`config.mk`:
```
export PLATFORM = sky130hd
export DESIGN_NAME = cia_bus_ctrl
export DESIGN_NICKNAME = d
export VERILOG_FILES = /design/src/rtl/cia_bus_pkg.sv /design/src/rtl/cia_e_edge.sv /design/src/rtl/cia_bus_ctrl.sv
export SDC_FILE = /design/constraint.sdc
export NUM_CORES = 1
export LEC_CHECK = 0
export ABC_AREA = 1
export ABC_CLOCK_PERIOD_IN_PS = 1750
export BUFFER_PORTS_ARGS = -buffer_cell sky130_fd_sc_hd__buf_2
export CAP_MARGIN = 25
export CORE_UTILIZATION = 51
export DETAILED_ROUTE_END_ITERATION = 16
export PLACE_DENSITY = 0.8
export SYNTH_ARGS = -nofsm -noshare
export SYNTH_HDL_FRONTEND = slang
export SYNTH_SLANG_ARGS = --single-unit
export TNS_END_PERCENT = 20
```
`constraint.sdc`:
```
create_clock -name clk -period 1.75 [get_ports clk]
set_input_delay 0.2625 -clock clk [delete_from_list [all_inputs] [get_ports clk]]
set_output_delay 0.2625 -clock clk [all_outputs]
set_load 0.02 [all_outputs]
```
`src/rtl/cia_bus_pkg.sv`:
```
// Shared types and defaults for the CIA register bus controller.
// Holds the FSM state encoding and default hold/timeout constants.
package cia_bus_pkg;

   typedef enum logic [2:0] {
      IDLE         = 3'd0,
      WAIT_E_RISE  = 3'd1,
      ACCESS       = 3'd2,
      READ_HOLD    = 3'd3,
      WAIT_RELEASE = 3'd4
   } cia_state_e;

   localparam int CIA_HOLD_CYCLES = 4;
   localparam int CIA_TIMEOUT     = 255;

endpackage

```
`src/rtl/cia_e_edge.sv`:
```
// E clock edge detector: compares e with its registered previous value.
// Ports: clk, rst_n (async low), e in; rise, fall out (one clk each).
module cia_e_edge (
   input  logic clk,
   input  logic rst_n,
   input  logic e,
   output logic rise,
   output logic fall
);

   logic e_q;

   always_ff @(posedge clk or negedge rst_n) begin
      if (!rst_n) begin
         e_q <= 1'b0;
      end else begin
         e_q <= e;
      end
   end

   // Edges are acted on at the first clk that samples the new e level.
   assign rise = e & ~e_q;
   assign fall = ~e & e_q;

endmodule

```
`src/rtl/cia_bus_ctrl.sv`:
```
// CIA-style bus cycle controller bridging E-clocked bus to a register file.
// Ports: clk, _reset, bus strobes/data in; register strobes, bus drive out.
module cia_bus_ctrl
   import cia_bus_pkg::*;
#(
   parameter int HOLD_CYCLES = CIA_HOLD_CYCLES,
   parameter int TIMEOUT     = CIA_TIMEOUT
) (
   input  logic       clk,
   input  logic       _reset,
   input  logic       reg_decode,
   input  logic       r_w,
   input  logic       _cs,
   input  logic       e,
   input  logic [3:0] reg_addr,
   input  logic [7:0] data_in,
   input  logic [7:0] rd_data,
   output logic       wr_strobe,
   output logic       rd_req,
   output logic [3:0] addr,
   output logic [7:0] wr_data,
   output logic [7:0] data_out,
   output logic       data_oe,
   output logic       abort
);

   localparam int TO_W = $clog2(TIMEOUT + 1);
   localparam int HC_W = $clog2(HOLD_CYCLES + 1);

   cia_state_e      state_q, state_d;
   logic            rw_q, rw_d;
   logic [3:0]      addr_q, addr_d;
   logic [7:0]      wr_data_q, wr_data_d;
   logic [7:0]      data_out_q, data_out_d;
   logic            wr_pend_q, wr_pend_d;
   logic            wr_strobe_q, wr_strobe_d;
   logic            rd_req_q, rd_req_d;
   logic            data_oe_q, data_oe_d;
   logic            abort_q, abort_d;
   logic [TO_W-1:0] to_cnt_q, to_cnt_d;
   logic [HC_W-1:0] hold_q, hold_d;
   logic            e_rise, e_fall, timeout;

   cia_e_edge u_edge (
      .clk   (clk),
      .rst_n (_reset),
      .e     (e),
      .rise  (e_rise),
      .fall  (e_fall)
   );

   assign timeout = (state_q != IDLE)
                 && (to_cnt_q == TO_W'(TIMEOUT - 1));

   always_comb begin
      state_d     = state_q;
      rw_d        = rw_q;
      addr_d      = addr_q;
      wr_data_d   = wr_data_q;
      data_out_d  = data_out_q;
      wr_pend_d   = 1'b0;
      // Write strobe trails the data latch by one clk.
      wr_strobe_d = wr_pend_q;
      rd_req_d    = 1'b0;
      data_oe_d   = data_oe_q;
      abort_d     = 1'b0;
      hold_d      = hold_q;
      to_cnt_d    = (state_q == IDLE) ? '0 : to_cnt_q + 1'b1;

      // Register file answers the cycle after rd_req.
      if (rd_req_q) begin
         data_out_d = rd_data;
         data_oe_d  = 1'b1;
      end

      if (timeout) begin
         state_d   = IDLE;
         abort_d   = 1'b1;
         data_oe_d = 1'b0;
         to_cnt_d  = '0;
      end else begin
         unique case (state_q)
            IDLE: begin
               if (!_cs && reg_decode) begin
                  state_d = WAIT_E_RISE;
                  addr_d  = reg_addr;
                  rw_d    = r_w;
               end
            end
            WAIT_E_RISE: begin
               if (_cs) begin
                  state_d   = IDLE;
                  abort_d   = 1'b1;
                  data_oe_d = 1'b0;
               end else if (e_rise) begin
                  state_d  = ACCESS;
                  rd_req_d = rw_q;
               end
            end
            ACCESS: begin
               if (_cs) begin
                  state_d   = IDLE;
                  abort_d   = 1'b1;
                  data_oe_d = 1'b0;
               end else if (e_fall) begin
                  if (rw_q) begin
                     state_d = READ_HOLD;
                     hold_d  = '0;
                  end else begin
                     state_d   = WAIT_RELEASE;
                     wr_data_d = data_in;
                     wr_pend_d = 1'b1;
                  end
               end
            end
            READ_HOLD: begin
               // _cs release here is a normal end; the hold still runs out.
               if (hold_q == HC_W'(HOLD_CYCLES - 1)) begin
                  state_d   = WAIT_RELEASE;
                  data_oe_d = 1'b0;
               end else begin
                  hold_d = hold_q + 1'b1;
               end
            end
            WAIT_RELEASE: begin
               if (_cs) begin
                  state_d = IDLE;
               end
            end
            default: begin
               state_d = IDLE;
            end
         endcase
      end
   end

   always_ff @(posedge clk or negedge _reset) begin
      if (!_reset) begin
         state_q     <= IDLE;
         rw_q        <= 1'b0;
         addr_q      <= '0;
         wr_data_q   <= '0;
         data_out_q  <= '0;
         wr_pend_q   <= 1'b0;
         wr_strobe_q <= 1'b0;
         rd_req_q    <= 1'b0;
         data_oe_q   <= 1'b0;
         abort_q     <= 1'b0;
         to_cnt_q    <= '0;
         hold_q      <= '0;
      end else begin
         state_q     <= state_d;
         rw_q        <= rw_d;
         addr_q      <= addr_d;
         wr_data_q   <= wr_data_d;
         data_out_q  <= data_out_d;
         wr_pend_q   <= wr_pend_d;
         wr_strobe_q <= wr_strobe_d;
         rd_req_q    <= rd_req_d;
         data_oe_q   <= data_oe_d;
         abort_q     <= abort_d;
         to_cnt_q    <= to_cnt_d;
         hold_q      <= hold_d;
      end
   end

   assign wr_strobe = wr_strobe_q;
   assign rd_req    = rd_req_q;
   assign addr      = addr_q;
   assign wr_data   = wr_data_q;
   assign data_out  = data_out_q;
   assign data_oe   = data_oe_q;
   assign abort     = abort_q;

endmodule

```
==> summary.md, run 1 <==
| Metric | Value |
|---|---|
| I/O pins | `50` |
| Clock transition at path regs | `0.12 ns` |
| Switch share | `39.4%` |
| Number of iterations in the first detailed-routing pass | `4` |
| Reg-to-reg endpoint | `wr_data[1]$_DFFE_PN0P_` |
| CTS root buffer | `clkbuf_4` |
| Critical setup path kind | `flip-flop to flip-flop` |
| Xor/xnor share of the synthesized area | `2.35%` |
| Mux share of post-synthesis cell area | `8.06%` |
| Worst hold path stage count | `1` |
| Final Hold Viols | `0` |
| Reg power frac | `42.6%` |
| Worst slew margin | `67.3%` |
| Worst skew pair latency | `0.35 ns` |
| Wire length per cell | `11.7 um` |
| Int Pwr | `2120 uW` |
| Gpl congestion | `0.863` |
| Share of layout cells above drive strength 1 | `36.2%` |
| Post-route DRC | `0` |
| Top layer in use | `met4` |
| Initial Util | `54.5%` |
| Most used DFF post-synth | `dfrtp_1` |
| Syn avg cell area | `9.90 um2` |
| Die H | `62.4 um` |
| Sw Pwr | `1380 uW` |
| Static Leakage | `0.00124 uW` |
| Most common cell in the netlist | `nand2_1` |
| Area Growth Syn to Fin | `21.5%` |
| Max Buffers Root-to-Sink | `2` |
| Startpoint class of the critical path | `flip-flop` |
| Slew Limit Fails | `0` |
| Element type at the critical path end | `flip-flop` |
| Fin crit period | `1.54 ns` |
| Reg2reg setup slack | `0.21 ns` |
| Met2 routed WL | `1770 um` |
| Initial antenna violation count | `0` |
| Die width | `62.4 um` |
| Post-Synth Adder-Cell Area | `2.69%` |
| Hold wc startpoint | `e` |
| First-pass GRT wire length | `6050 um` |
| Vias in the first global route | `1401` |
| Final wirelength | `3430 um` |
| Vias | `1441` |
| Reg2reg start | `to_cnt_q[0]$_DFF_PN0_` |
| Logic pwr share | `39.6%` |
| I/O Buffers | `49` |
| Main combinational cell family by area after synthesis | `simple AND/OR/NAND/NOR gates` |
| Syn_nets | `218` |
| Worst Max-Slew Pin Slew | `0.490 ns` |
| Post-synthesis sequential area ratio | `55.1%` |
| GRT Util Overall | `20.2%` |
| H-Tree Level Count | `2` |
| CP Data Required Time | `2.01 ns` |
| Compound-Gate Fraction of Synth Area | `2.28%` |
| Crit share post-route | `87.9%` |
| Hold WC Path Type | `input port to flip-flop` |
| Core region area | `3420 um2` |
| Post-Synth Simple-Gate Area | `25.5%` |
| Post-synth top area share | `55.1%` |
| Area occupied by multi-input gates | `761 um2` |
| Mapped cell area | `1860 um2` |
| Status | `finished, final reports clean` |
| Met1 wire length | `1460 um` |
| FMAX | `0.650 GHz` |
| Clock sink total | `41` |
| Ys async rst share | `100%` |
| Via-to-Cell Ratio | `4.93` |
| Mapped Cells | `188` |
| Arr. time, crit path | `1.79 ns` |
| Final nets | `275` |
| Final instance area | `2260 um2` |
| Clk_skew | `0.00704 ns` |
| Antenna Nets Post-Route | `0` |
| Commonest cells in the netlist | `57 x nand2_1, 41 x dfrtp_1, 14 x nor2_1, 12 x inv_1, 8 x mux2_2` |
| Seq cells post-synth | `41` |
| Die area | `3900 um2` |
| Synth top area cells | `dfrtp_1 55%, nand2_1 11%, mux2_2 4.8%, mux2_4 3.2%, nor2_1 2.8%` |
| Leading area contributor after synthesis | `dfrtp_1` |
| Pin count of the biggest net entering global routing | `42` |
| Syn. warnings | `0` |
| DP HPWL | `2440 um` |
| CTS tree | `yes` |
| Row count | `21` |
| Setup violators final | `0` |
| Register area | `1030 um2` |
| Worst Reg-to-Reg Cells | `9` |
| Setup_tns | `0 ns` |
| Post-DP Area | `2170 um2` |
| Synth cell types | `30` |
| Initial drt markers | `59` |
| MaxCap Viol Count | `0` |
| Fillers | `306` |
| Worst VDD drop | `918 uV` |
| Total grt overflow | `0` |
| Met3 wire length | `153 um` |
| RSZ-0062 raised after global routing | `no` |
| Worst hold endpoint | `u_edge.e_q$_DFF_PN0_` |
| Postcts setup bufs | `0` |
| Ant diodes | `0` |
| Post-synth EDFFs | `0` |
| TritonCTS Buffers | `5` |
| Clock share of power | `17.8%` |
| CP max FO | `10` |
| Pwr dens | `1550 nW/um2` |
[timing repair]
action                    CTS  global route
hold buffers                1             0
resized for setup           0             0
hold endpoints to repair   41             0
[state kept, by name (all words and copies together) (netlist names)]
register and count:
data_out 8, to_cnt_q 8, wr_data 8, addr 4
hold_q 3, state_q 3, abort 1, data_oe 1
rd_req 1, rw_q 1, u_edge.e_q 1, wr_pend_q 1
wr_strobe 1
[layer usage]
layer | up-vias | track usage [%]
li1 | 716 | -
met3 | 5 | 6.02
met1 | 684 | 24.5
met5 | - | 0
met4 | 0 | 6.98
met2 | 36 | 34.0
[layout by cell type, fill, tap and decap left out]
master,synthesis,final
nand3b_1,1,1
a31oi_1,1,1
buf_2,0,49
nor3_1,3,3
nand4_1,2,2
ha_1,4,4
inv_4,1,1
buf_4,0,1
bufinv_16,0,1
inv_2,4,4
inv_1,12,12
nand2_2,4,4
o22ai_1,1,1
or2_1,1,1
clkbuf_4,0,5
mux2_2,8,8
nand3_4,2,2
o21ai_0,3,3
mux2_4,4,4
nor2_2,3,3
o21ai_1,1,1
dlygate4sd3_1,0,1
clkinvlp_4,0,1
nor3_2,1,1
nand2_4,1,1
nand2_1,57,57
nand3_1,7,7
nor2_1,14,14
clkinv_2,1,1
nor2_4,2,2
a21oi_1,2,2
xor2_1,3,3
clkinv_4,0,1
dfrtp_1,41,41
xnor2_1,2,2
nor4b_1,1,1
[how the worst max path moves through the flow]
stage | from | end | slack, ns | cells after the start
global placement | to_cnt_q[0]$_DFF_PN0_ | wr_data[3]$_DFFE_PN0P_ | 0.31 | 9
global route | to_cnt_q[0]$_DFF_PN0_ | wr_data[2]$_DFFE_PN0P_ | 0.09 | 9
floorplan | to_cnt_q[0]$_DFF_PN0_ | wr_data[0]$_DFFE_PN0P_ | 0.39 | 9
CTS | to_cnt_q[0]$_DFF_PN0_ | wr_data[1]$_DFFE_PN0P_ | 0.20 | 9
detailed placement | to_cnt_q[0]$_DFF_PN0_ | wr_data[7]$_DFFE_PN0P_ | 0.28 | 9
finish | to_cnt_q[0]$_DFF_PN0_ | wr_data[1]$_DFFE_PN0P_ | 0.21 | 9
[cell families after synthesis]
family | count (synthesis)
buffers and inverters | 19
AO/OA/AOI/OAI | 8
AND/OR/NAND/NOR | 99
flip-flops | 41
multiplexers | 12
XOR/XNOR | 5
adder cells (fa/ha/maj) | 4
[power by group through the flow]
stage / registers [uW] / clock network [uW] / logic, uW
6_report: 1490 / 623 / 1390
5_1_grt: 1540 / 677 / 1540
4_1_cts: 1490 / 636 / 1400
3_5_place_dp: 1500 / 0 / 1380
3_3_place_gp: 1490 / 0 / 1350
2_1_floorplan: 1770 / 0 / 684
[stage by stage]
stage	setup WS [ns]	utilization [%]	hold WS [ns]	total power [uW]	std cells
2_1_floorplan	0.392	-	-0.0331	2450	188
3_3_place_gp	0.312	63.5	0.336	2840	283
3_5_place_dp	0.277	63.5	0.341	2890	283
4_1_cts	0.200	66.2	0.0310	3530	292
5_1_grt	0.0945	66.2	0.0118	3750	292
6_report	0.212	66.2	0.0413	3500	292
[worst max-delay path: stages (launching register included)]
cell,delay (ns)
dfrtp_1,0.42
inv_1,0.11
ha_1,0.17
nand2_1,0.05
nor2_1,0.16
nand3_4,0.18
nand2_4,0.17
inv_4,0.07
nand2_1,0.06
nand2_1,0.05
[final cells by class]
cell class | count | area share [%]
well taps | 46 | 2.54
inverters | 18 | 3.15
clock buffers | 5 | 1.66
clock inverters | 3 | 2.05
repair buffers | 51 | 11.6
flip-flops and latches | 41 | 45.4
multi-input cells | 128 | 33.6
Note: power is estimated with default switching activity, not from simulation.
==> run 2: changes to the inputs <==
- BUFFER_PORTS_ARGS: -buffer_cell sky130_fd_sc_hd__buf_2 -> -buffer_cell sky130_fd_sc_hd__clkbuf_2
==> run 2 against run 1 <==
Effect of this change: global-route usage is 1.5 points lower; design area stayed put; via count is 0.14% lower; fmax is 3.0% higher; sequential power hardly changed; first-iteration DRC count is 25% higher; sequential share of layout area stayed put.
==> summary.md, run 2 (synthesized netlist as in run 1, its figures left out) <==
| Metric | Value |
|---|---|
| Ant diodes | `0 (unchanged)` |
| Clock share of power | `17.9% (was 17.8%)` |
| Total power draw | `3480 uW (was 3500 uW)` |
| Clk_skew | `0.0121 ns (was 0.00704 ns)` |
| Worst Path Buf+Inv | `2 (unchanged)` |
| Pin count of the biggest net entering global routing | `42 (unchanged)` |
| Postcts setup bufs | `0 (unchanged)` |
| Reg2reg setup slack | `0.26 ns (was 0.21 ns)` |
| First-pass GRT wire length | `5600 um (was 6050 um)` |
| Most common cell after layout, fill and taps aside | `nand2_1 (unchanged)` |
| Final worst setup slack | `0.257 ns (was 0.212 ns)` |
| Gpl congestion | `0.875 (was 0.863)` |
| Int Pwr | `2110 uW (was 2120 uW)` |
| Static Leakage | `0.00123 uW (was 0.00124 uW)` |
| Switch share | `39.4% (about the same)` |
| Worst Max-Slew Pin Slew | `0.494 ns (was 0.490 ns)` |
| Die H | `62.4 um (unchanged)` |
| Status | `finished, final reports clean (unchanged)` |
| Logic pwr share | `39.2% (was 39.6%)` |
| Setup violators final | `0 (unchanged)` |
| Initial Util | `54.5% (unchanged)` |
| Share of layout cells above drive strength 1 | `36.2% (unchanged)` |
| I/O pins | `50 (unchanged)` |
| CTS tree | `yes (unchanged)` |
| RSZ-0062 raised after global routing | `no (unchanged)` |
| TritonCTS Buffers | `5 (unchanged)` |
| Core region area | `3420 um2 (unchanged)` |
| Final wirelength | `3300 um (was 3430 um)` |
| CP most frequent cell | `nand2_1 (unchanged)` |
| CP Data Required Time | `2.01 ns (about the same)` |
| CP max stage delay | `0.41 ns (was 0.42 ns)` |
| Arr. time, crit path | `1.75 ns (was 1.79 ns)` |
| Worst VDD drop | `822 uV (was 918 uV)` |
| Hold wc startpoint | `e (unchanged)` |
| Critical-path cell list | `inv_1, ha_1, nand2_1, nor2_1, nand3_4, nand2_4, inv_4, nand2_1, nand2_1 (unchanged)` |
| Vias | `1439 (was 1441)` |
| Antenna Nets Post-Route | `0 (unchanged)` |
| Reg2reg start | `to_cnt_q[0]$_DFF_PN0_ (unchanged)` |
| FMAX | `0.670 GHz (was 0.650 GHz)` |
| I/O Buffers | `49 (unchanged)` |
| H-Tree Level Count | `2 (unchanged)` |
| Initial drt markers | `74 (was 59)` |
| Max Buffers Root-to-Sink | `2 (unchanged)` |
| GRT Util Overall | `18.7% (was 20.2%)` |
| Post-route DRC | `0 (unchanged)` |
| Vias in the first global route | `1319 (was 1401)` |
| DP HPWL | `2460 um (was 2440 um)` |
| Via-to-Cell Ratio | `4.93 (about the same)` |
| Crit share post-route | `85.3% (was 87.9%)` |
| CTS root buffer | `clkbuf_4 (unchanged)` |
| Reg-to-reg endpoint | `wr_data[1]$_DFFE_PN0P_ (unchanged)` |
| Worst hold endpoint | `u_edge.e_q$_DFF_PN0_ (unchanged)` |
| Total grt overflow | `0 (unchanged)` |
| Worst hold path stage count | `1 (unchanged)` |
| Slew Limit Fails | `0 (unchanged)` |
| CP max stage cell | `dfrtp_1 (unchanged)` |
| Row count | `21 (unchanged)` |
| Final Hold Viols | `0 (unchanged)` |
| MaxCap Viol Count | `0 (unchanged)` |
| CP max FO | `10 (unchanged)` |
| Fin crit period | `1.49 ns (was 1.54 ns)` |
| DP Worst Slack | `0.247 ns (was 0.277 ns)` |
| Sw Pwr | `1370 uW (was 1380 uW)` |
| Critical setup path kind | `flip-flop to flip-flop (unchanged)` |
| Commonest non-fill, non-tap cells in the layout | `57 x nand2_1, 49 x clkbuf_2, 41 x dfrtp_1 (was 57 x nand2_1, 49 x buf_2, 41 x dfrtp_1)` |
| Clock transition at path regs | `0.12 ns (about the same)` |
| Hold WC Path Type | `input port to flip-flop (unchanged)` |
| Fillers | `291 (was 306)` |
| Setup_tns | `0 ns (unchanged)` |
| Fin Hold WS | `0.0426 ns (was 0.0413 ns)` |
| Worst skew pair latency | `0.35 ns (about the same)` |
| Element type at the critical path end | `flip-flop (unchanged)` |
| Worst Reg-to-Reg Cells | `9 (unchanged)` |
| Area Growth Syn to Fin | `21.5% (unchanged)` |
| Startpoint class of the critical path | `flip-flop (unchanged)` |
| Initial antenna violation count | `0 (unchanged)` |
| Reg power frac | `42.9% (was 42.6%)` |
| Final nets | `275 (unchanged)` |
| Number of iterations in the first detailed-routing pass | `4 (unchanged)` |
| Largest delay share family, worst path | `simple AND/OR/NAND/NOR gates (unchanged)` |
| Clock sink total | `41 (unchanged)` |
| Die area | `3900 um2 (unchanged)` |
| Die width | `62.4 um (unchanged)` |
| Wire length per cell | `11.3 um (was 11.7 um)` |
| Worst slew margin | `67.1% (was 67.3%)` |
| Pwr dens | `1540 nW/um2 (was 1550 nW/um2)` |
## run 2: power groups by stage
stage / combinational [uW] / sequential [uW] / clock [uW]
floorplan: 684 / 1770 / 0
global placement: 1340 / 1500 / 0
detailed placement: 1380 / 1510 / 0
CTS: 1380 / 1500 / 647
global route: 1500 / 1540 / 682
finish: 1360 / 1490 / 625
## run 2: cell type report
type	count	area, um2	area share [%]
Tap cell	46	57.6	2.54
Clock inverter	3	46.3	2.05
Clock buffer	5	37.5	1.66
Inverter	18	71.3	3.15
Sequential cell	41	1030	45.4
Multi-Input combinational cell	128	761	33.6
Timing Repair Buffer	51	263	11.6
## run 2: how the worst max path moves through the flow
stage          slack [ns]             startpoint                      to  cells past startpoint
5_1_grt              0.14  to_cnt_q[0]$_DFF_PN0_  wr_data[2]$_DFFE_PN0P_                      9
3_5_place_dp         0.25  to_cnt_q[0]$_DFF_PN0_  wr_data[6]$_DFFE_PN0P_                      9
3_3_place_gp         0.31  to_cnt_q[0]$_DFF_PN0_  wr_data[3]$_DFFE_PN0P_                      9
2_1_floorplan        0.39  to_cnt_q[0]$_DFF_PN0_  wr_data[0]$_DFFE_PN0P_                      9
6_report             0.26  to_cnt_q[0]$_DFF_PN0_  wr_data[1]$_DFFE_PN0P_                      9
4_1_cts              0.24  to_cnt_q[0]$_DFF_PN0_  wr_data[1]$_DFFE_PN0P_                      9
## run 2: through the flow
step,instances,area [um2],utilization (%)
final,292,2260,66.2
after global routing,292,2260,66.2
after detailed placement,283,2170,63.5
after CTS,292,2260,66.2
after floorplan,188,1860,-
after global placement,283,2170,63.5
## run 2: layer usage
| metal | up-vias | part of all wire [%] | GRT usage (%) |
|---|---|---|---|
| li1 | 712 | - | - |
| met1 | 687 | 44 | 22.9 |
| met2 | 36 | 50 | 30.8 |
| met3 | 4 | 5.2 | 5.84 |
| met4 | 0 | 1.1 | 6.98 |
| met5 | - | 0 | 0 |
## run 2: timing repair
item	4_1_cts	5_1_grt
setup endpoints to repair	0	0
gates resized for setup	0	0
endpoints found under the hold margin	41	0
hold buffers	1	0
==> run 3: changes to the inputs <==
- CORE_UTILIZATION: 51 -> 52
- PLACE_DENSITY: 0.8 -> 0.81
- SYNTH_HIERARCHICAL: unset -> 1
==> run 3 against run 2 <==
Effect of this change: hold slack gained 0.0061 ns; total power decreased by 3.4%; first-iteration DRC count increased by 26%; flip-flop and latch count did not move; clock-buffer cell count unchanged; register-to-register slack worse by 0.05 ns; sequential power barely moved; critical path depth did not move; cell count up 2.4%; sequential share of layout area decreased by 0.40 points; critical endpoint is now state_q[1]$_DFFE_PN0P_; largest power group unchanged.
==> summary.md, run 3 <==
| Metric | Value |
|---|---|
| Arr. time, crit path | `1.78 ns (was 1.75 ns)` |
| I/O pins | `50 (unchanged)` |
| Total grt overflow | `0 (unchanged)` |
| Final wirelength | `3450 um (was 3300 um)` |
| Most common cell after layout, fill and taps aside | `clkbuf_2 (was nand2_1)` |
| First-pass GRT wire length | `6130 um (was 5600 um)` |
| Commonest cells in the netlist | `42 x nand2_1, 41 x dfrtp_1, 20 x nand3_1, 20 x nor2_1, 19 x inv_1 (was 57 x nand2_1, 41 x dfrtp_1, 14 x nor2_1, 12 x inv_1, 8 x mux2_2)` |
| Worst VDD drop | `700 uV (was 822 uV)` |
| Status | `finished, final reports clean (unchanged)` |
| CTS root buffer | `clkbuf_4 (unchanged)` |
| Total power draw | `3360 uW (was 3480 uW)` |
| Synth cell types | `27 (was 30)` |
| Ys async rst share | `100% (unchanged)` |
| MaxCap Viol Count | `0 (unchanged)` |
| Startpoint class of the critical path | `flip-flop (unchanged)` |
| CTS tree | `yes (unchanged)` |
| Number of iterations in the first detailed-routing pass | `4 (unchanged)` |
| Element type at the critical path end | `flip-flop (unchanged)` |
| CP most frequent cell | `nand2_1 (unchanged)` |
| Worst slew margin | `67.5% (was 67.1%)` |
| Vias in the first global route | `1405 (was 1319)` |
| Ant diodes | `0 (unchanged)` |
| Final worst setup slack | `0.210 ns (was 0.257 ns)` |
| CP max FO | `4 (was 10)` |
| Most common cell in the netlist | `nand2_1 (unchanged)` |
| Row count | `21 (unchanged)` |
| Via-to-Cell Ratio | `4.99 (was 4.93)` |
| Post-route DRC | `0 (unchanged)` |
| Mapped cell area | `1880 um2 (was 1860 um2)` |
| Initial Util | `55.5% (was 54.5%)` |
| Mapped Cells | `194 (was 188)` |
| H-Tree Level Count | `2 (unchanged)` |
| Setup violators final | `0 (unchanged)` |
| Syn. warnings | `6 (was 0)` |
| Most used DFF post-synth | `dfrtp_1 (unchanged)` |
| Clock transition at path regs | `0.12 ns (about the same)` |
| CP max stage cell | `dfrtp_1 (unchanged)` |
| RSZ-0062 raised after global routing | `no (unchanged)` |
| Post-synthesis sequential area ratio | `54.5% (was 55.1%)` |
| Slew Limit Fails | `0 (unchanged)` |
| Seq cells post-synth | `41 (unchanged)` |
| DP HPWL | `2600 um (was 2460 um)` |
| Post-synth top area share | `54.5% (was 55.1%)` |
| Gpl congestion | `0.900 (was 0.875)` |
| Final instance area | `2280 um2 (was 2260 um2)` |
| Die width | `62.2 um (was 62.4 um)` |
| Syn avg cell area | `9.70 um2 (was 9.90 um2)` |
| Register area | `1030 um2 (unchanged)` |
| Initial drt markers | `93 (was 74)` |
| Max Buffers Root-to-Sink | `2 (unchanged)` |
| Final Hold Viols | `0 (unchanged)` |
| Fillers | `261 (was 291)` |
| Pwr dens | `1470 nW/um2 (was 1540 nW/um2)` |
| Leading area contributor after synthesis | `dfrtp_1 (unchanged)` |
| Clock sink total | `41 (unchanged)` |
| Syn_nets | `224 (was 218)` |
| Area Growth Syn to Fin | `21.3% (was 21.5%)` |
| CP Data Required Time | `1.99 ns (was 2.01 ns)` |
| Initial antenna violation count | `0 (unchanged)` |
| Crit share post-route | `88.0% (was 85.3%)` |
| Static Leakage | `0.00127 uW (was 0.00123 uW)` |
| TritonCTS Buffers | `5 (unchanged)` |
| Synth top area cells | `dfrtp_1 55%, nand2_1 8.4%, mux2_2 7.2%, nand3_1 5.3%, nor2_1 4.0% (was dfrtp_1 55%, nand2_1 11%, mux2_2 4.8%, mux2_4 3.2%, nor2_1 2.8%)` |
| Pin count of the biggest net entering global routing | `42 (unchanged)` |
| DP Worst Slack | `0.256 ns (was 0.247 ns)` |
| Critical-path cell list | `inv_1, ha_1, nand2_1, nor2_1, nand3_2, a21oi_1, nand2_1, nand2_1, nand2_1 (was inv_1, ha_1, nand2_1, nor2_1, nand3_4, nand2_4, inv_4, nand2_1, nand2_1)` |
| Share of layout cells above drive strength 1 | `34.4% (was 36.2%)` |
| Die H | `62.2 um (was 62.4 um)` |
| Core region area | `3390 um2 (was 3420 um2)` |
| Die area | `3860 um2 (was 3900 um2)` |
| Setup_tns | `0 ns (unchanged)` |
| Area occupied by multi-input gates | `751 um2 (was 761 um2)` |
| Vias | `1491 (was 1439)` |
| Clk_skew | `0.00886 ns (was 0.0121 ns)` |
| Critical setup path kind | `flip-flop to flip-flop (unchanged)` |
| I/O Buffers | `49 (unchanged)` |
| Worst Max-Slew Pin Slew | `0.487 ns (was 0.494 ns)` |
| Final nets | `283 (was 275)` |
| Number of gates resized after CTS | `0 (unchanged)` |
| Finished Core Util | `67.3% (was 66.2%)` |
| GRT Util Overall | `20.3% (was 18.7%)` |
| Post-synth EDFFs | `0 (unchanged)` |
| Antenna Nets Post-Route | `0 (unchanged)` |
| CP max stage delay | `0.41 ns (about the same)` |
| Worst skew pair latency | `0.34 ns (was 0.35 ns)` |
| FMAX | `0.649 GHz (was 0.670 GHz)` |
| Post-DP Area | `2200 um2 (was 2170 um2)` |
| Wire length per cell | `11.5 um (was 11.3 um)` |
| Fin crit period | `1.54 ns (was 1.49 ns)` |
| Commonest non-fill, non-tap cells in the layout | `49 x clkbuf_2, 42 x nand2_1, 41 x dfrtp_1 (was 57 x nand2_1, 49 x clkbuf_2, 41 x dfrtp_1)` |
| Hold WC Path Type | `input port to flip-flop (unchanged)` |
[run 3: worst max-delay path, delay by kind of cell (launching register included)]
family          cells  cell delay [ns]
buf+inv             1             0.10
fa+ha+maj           1             0.15
simple gates        6             0.53
flops               1             0.41
compound gates      1             0.26
[run 3: worst paths after layout]
| kind | from | to | slack [ns] | cells past startpoint |
|---|---|---|---|---|
| min in group asynchronous | _reset | abort$_DFF_PN0_ | 0.51 | 3 |
| worst min register to register | wr_pend_q$_DFF_PN0_ | wr_strobe$_DFF_PN0_ | 0.36 | 0 |
| max in group asynchronous | _reset | state_q[0]$_DFFE_PN0P_ | 0.90 | 3 |
| worst max-delay path | to_cnt_q[0]$_DFF_PN0_ | state_q[1]$_DFFE_PN0P_ | 0.21 | 9 |
| worst max register to register | to_cnt_q[0]$_DFF_PN0_ | state_q[1]$_DFFE_PN0P_ | 0.21 | 9 |
| worst min-delay path | e | u_edge/e_q$_DFF_PN0_ | 0.05 | 1 |
[run 3: logic make-up after synthesis]
family	Yosys count	synth area share, %
AND/OR/NAND/NOR	99	25.4
multiplexers	12	7.18
adder cells (fa/ha/maj)	4	2.66
AO/OA/AOI/OAI	8	2.33
buffers and inverters	25	5.59
flip-flops	41	54.5
XOR/XNOR	5	2.33
[run 3: per-layer routing]
| layer | vias to the layer above | GRT usage [%] | routed length, um |
|---|---|---|---|
| met3 | 4 | 5.88 | 200 |
| met2 | 55 | 33.7 | 1610 |
| li1 | 746 | - | - |
| met5 | - | 0 | 0 |
| met1 | 686 | 25.8 | 1610 |
| met4 | 0 | 5.81 | 20 |
[run 3: layout make-up]
class                   instances  area share [%]
well taps                      46            2.52
clock buffers                   5            1.64
multi-input cells             128            32.9
flip-flops and latches         41            45.0
repair buffers                 55            12.8
clock inverters                 2            1.54
inverters                      22            3.62
[run 3: power by group]
part           switching (uW)  internal, uW
registers                 212          1260
logic                     817           497
clock network             289           291
total                    1320          2050
[run 3: stage by stage]
step | hold WS (ns) | instances
after detailed placement | 0.339 | 291
after global routing | 0.0359 | 299
final | 0.0487 | 299
after floorplan | -0.0331 | 194
after CTS | 0.0371 | 299
after global placement | 0.334 | 291
[run 3: what timing repair did]
action                                  CTS  global route
buffers inserted                          0             0
endpoints found under the setup margin    0             0
hold endpoints to repair                 41             0
hold buffers                              1             0
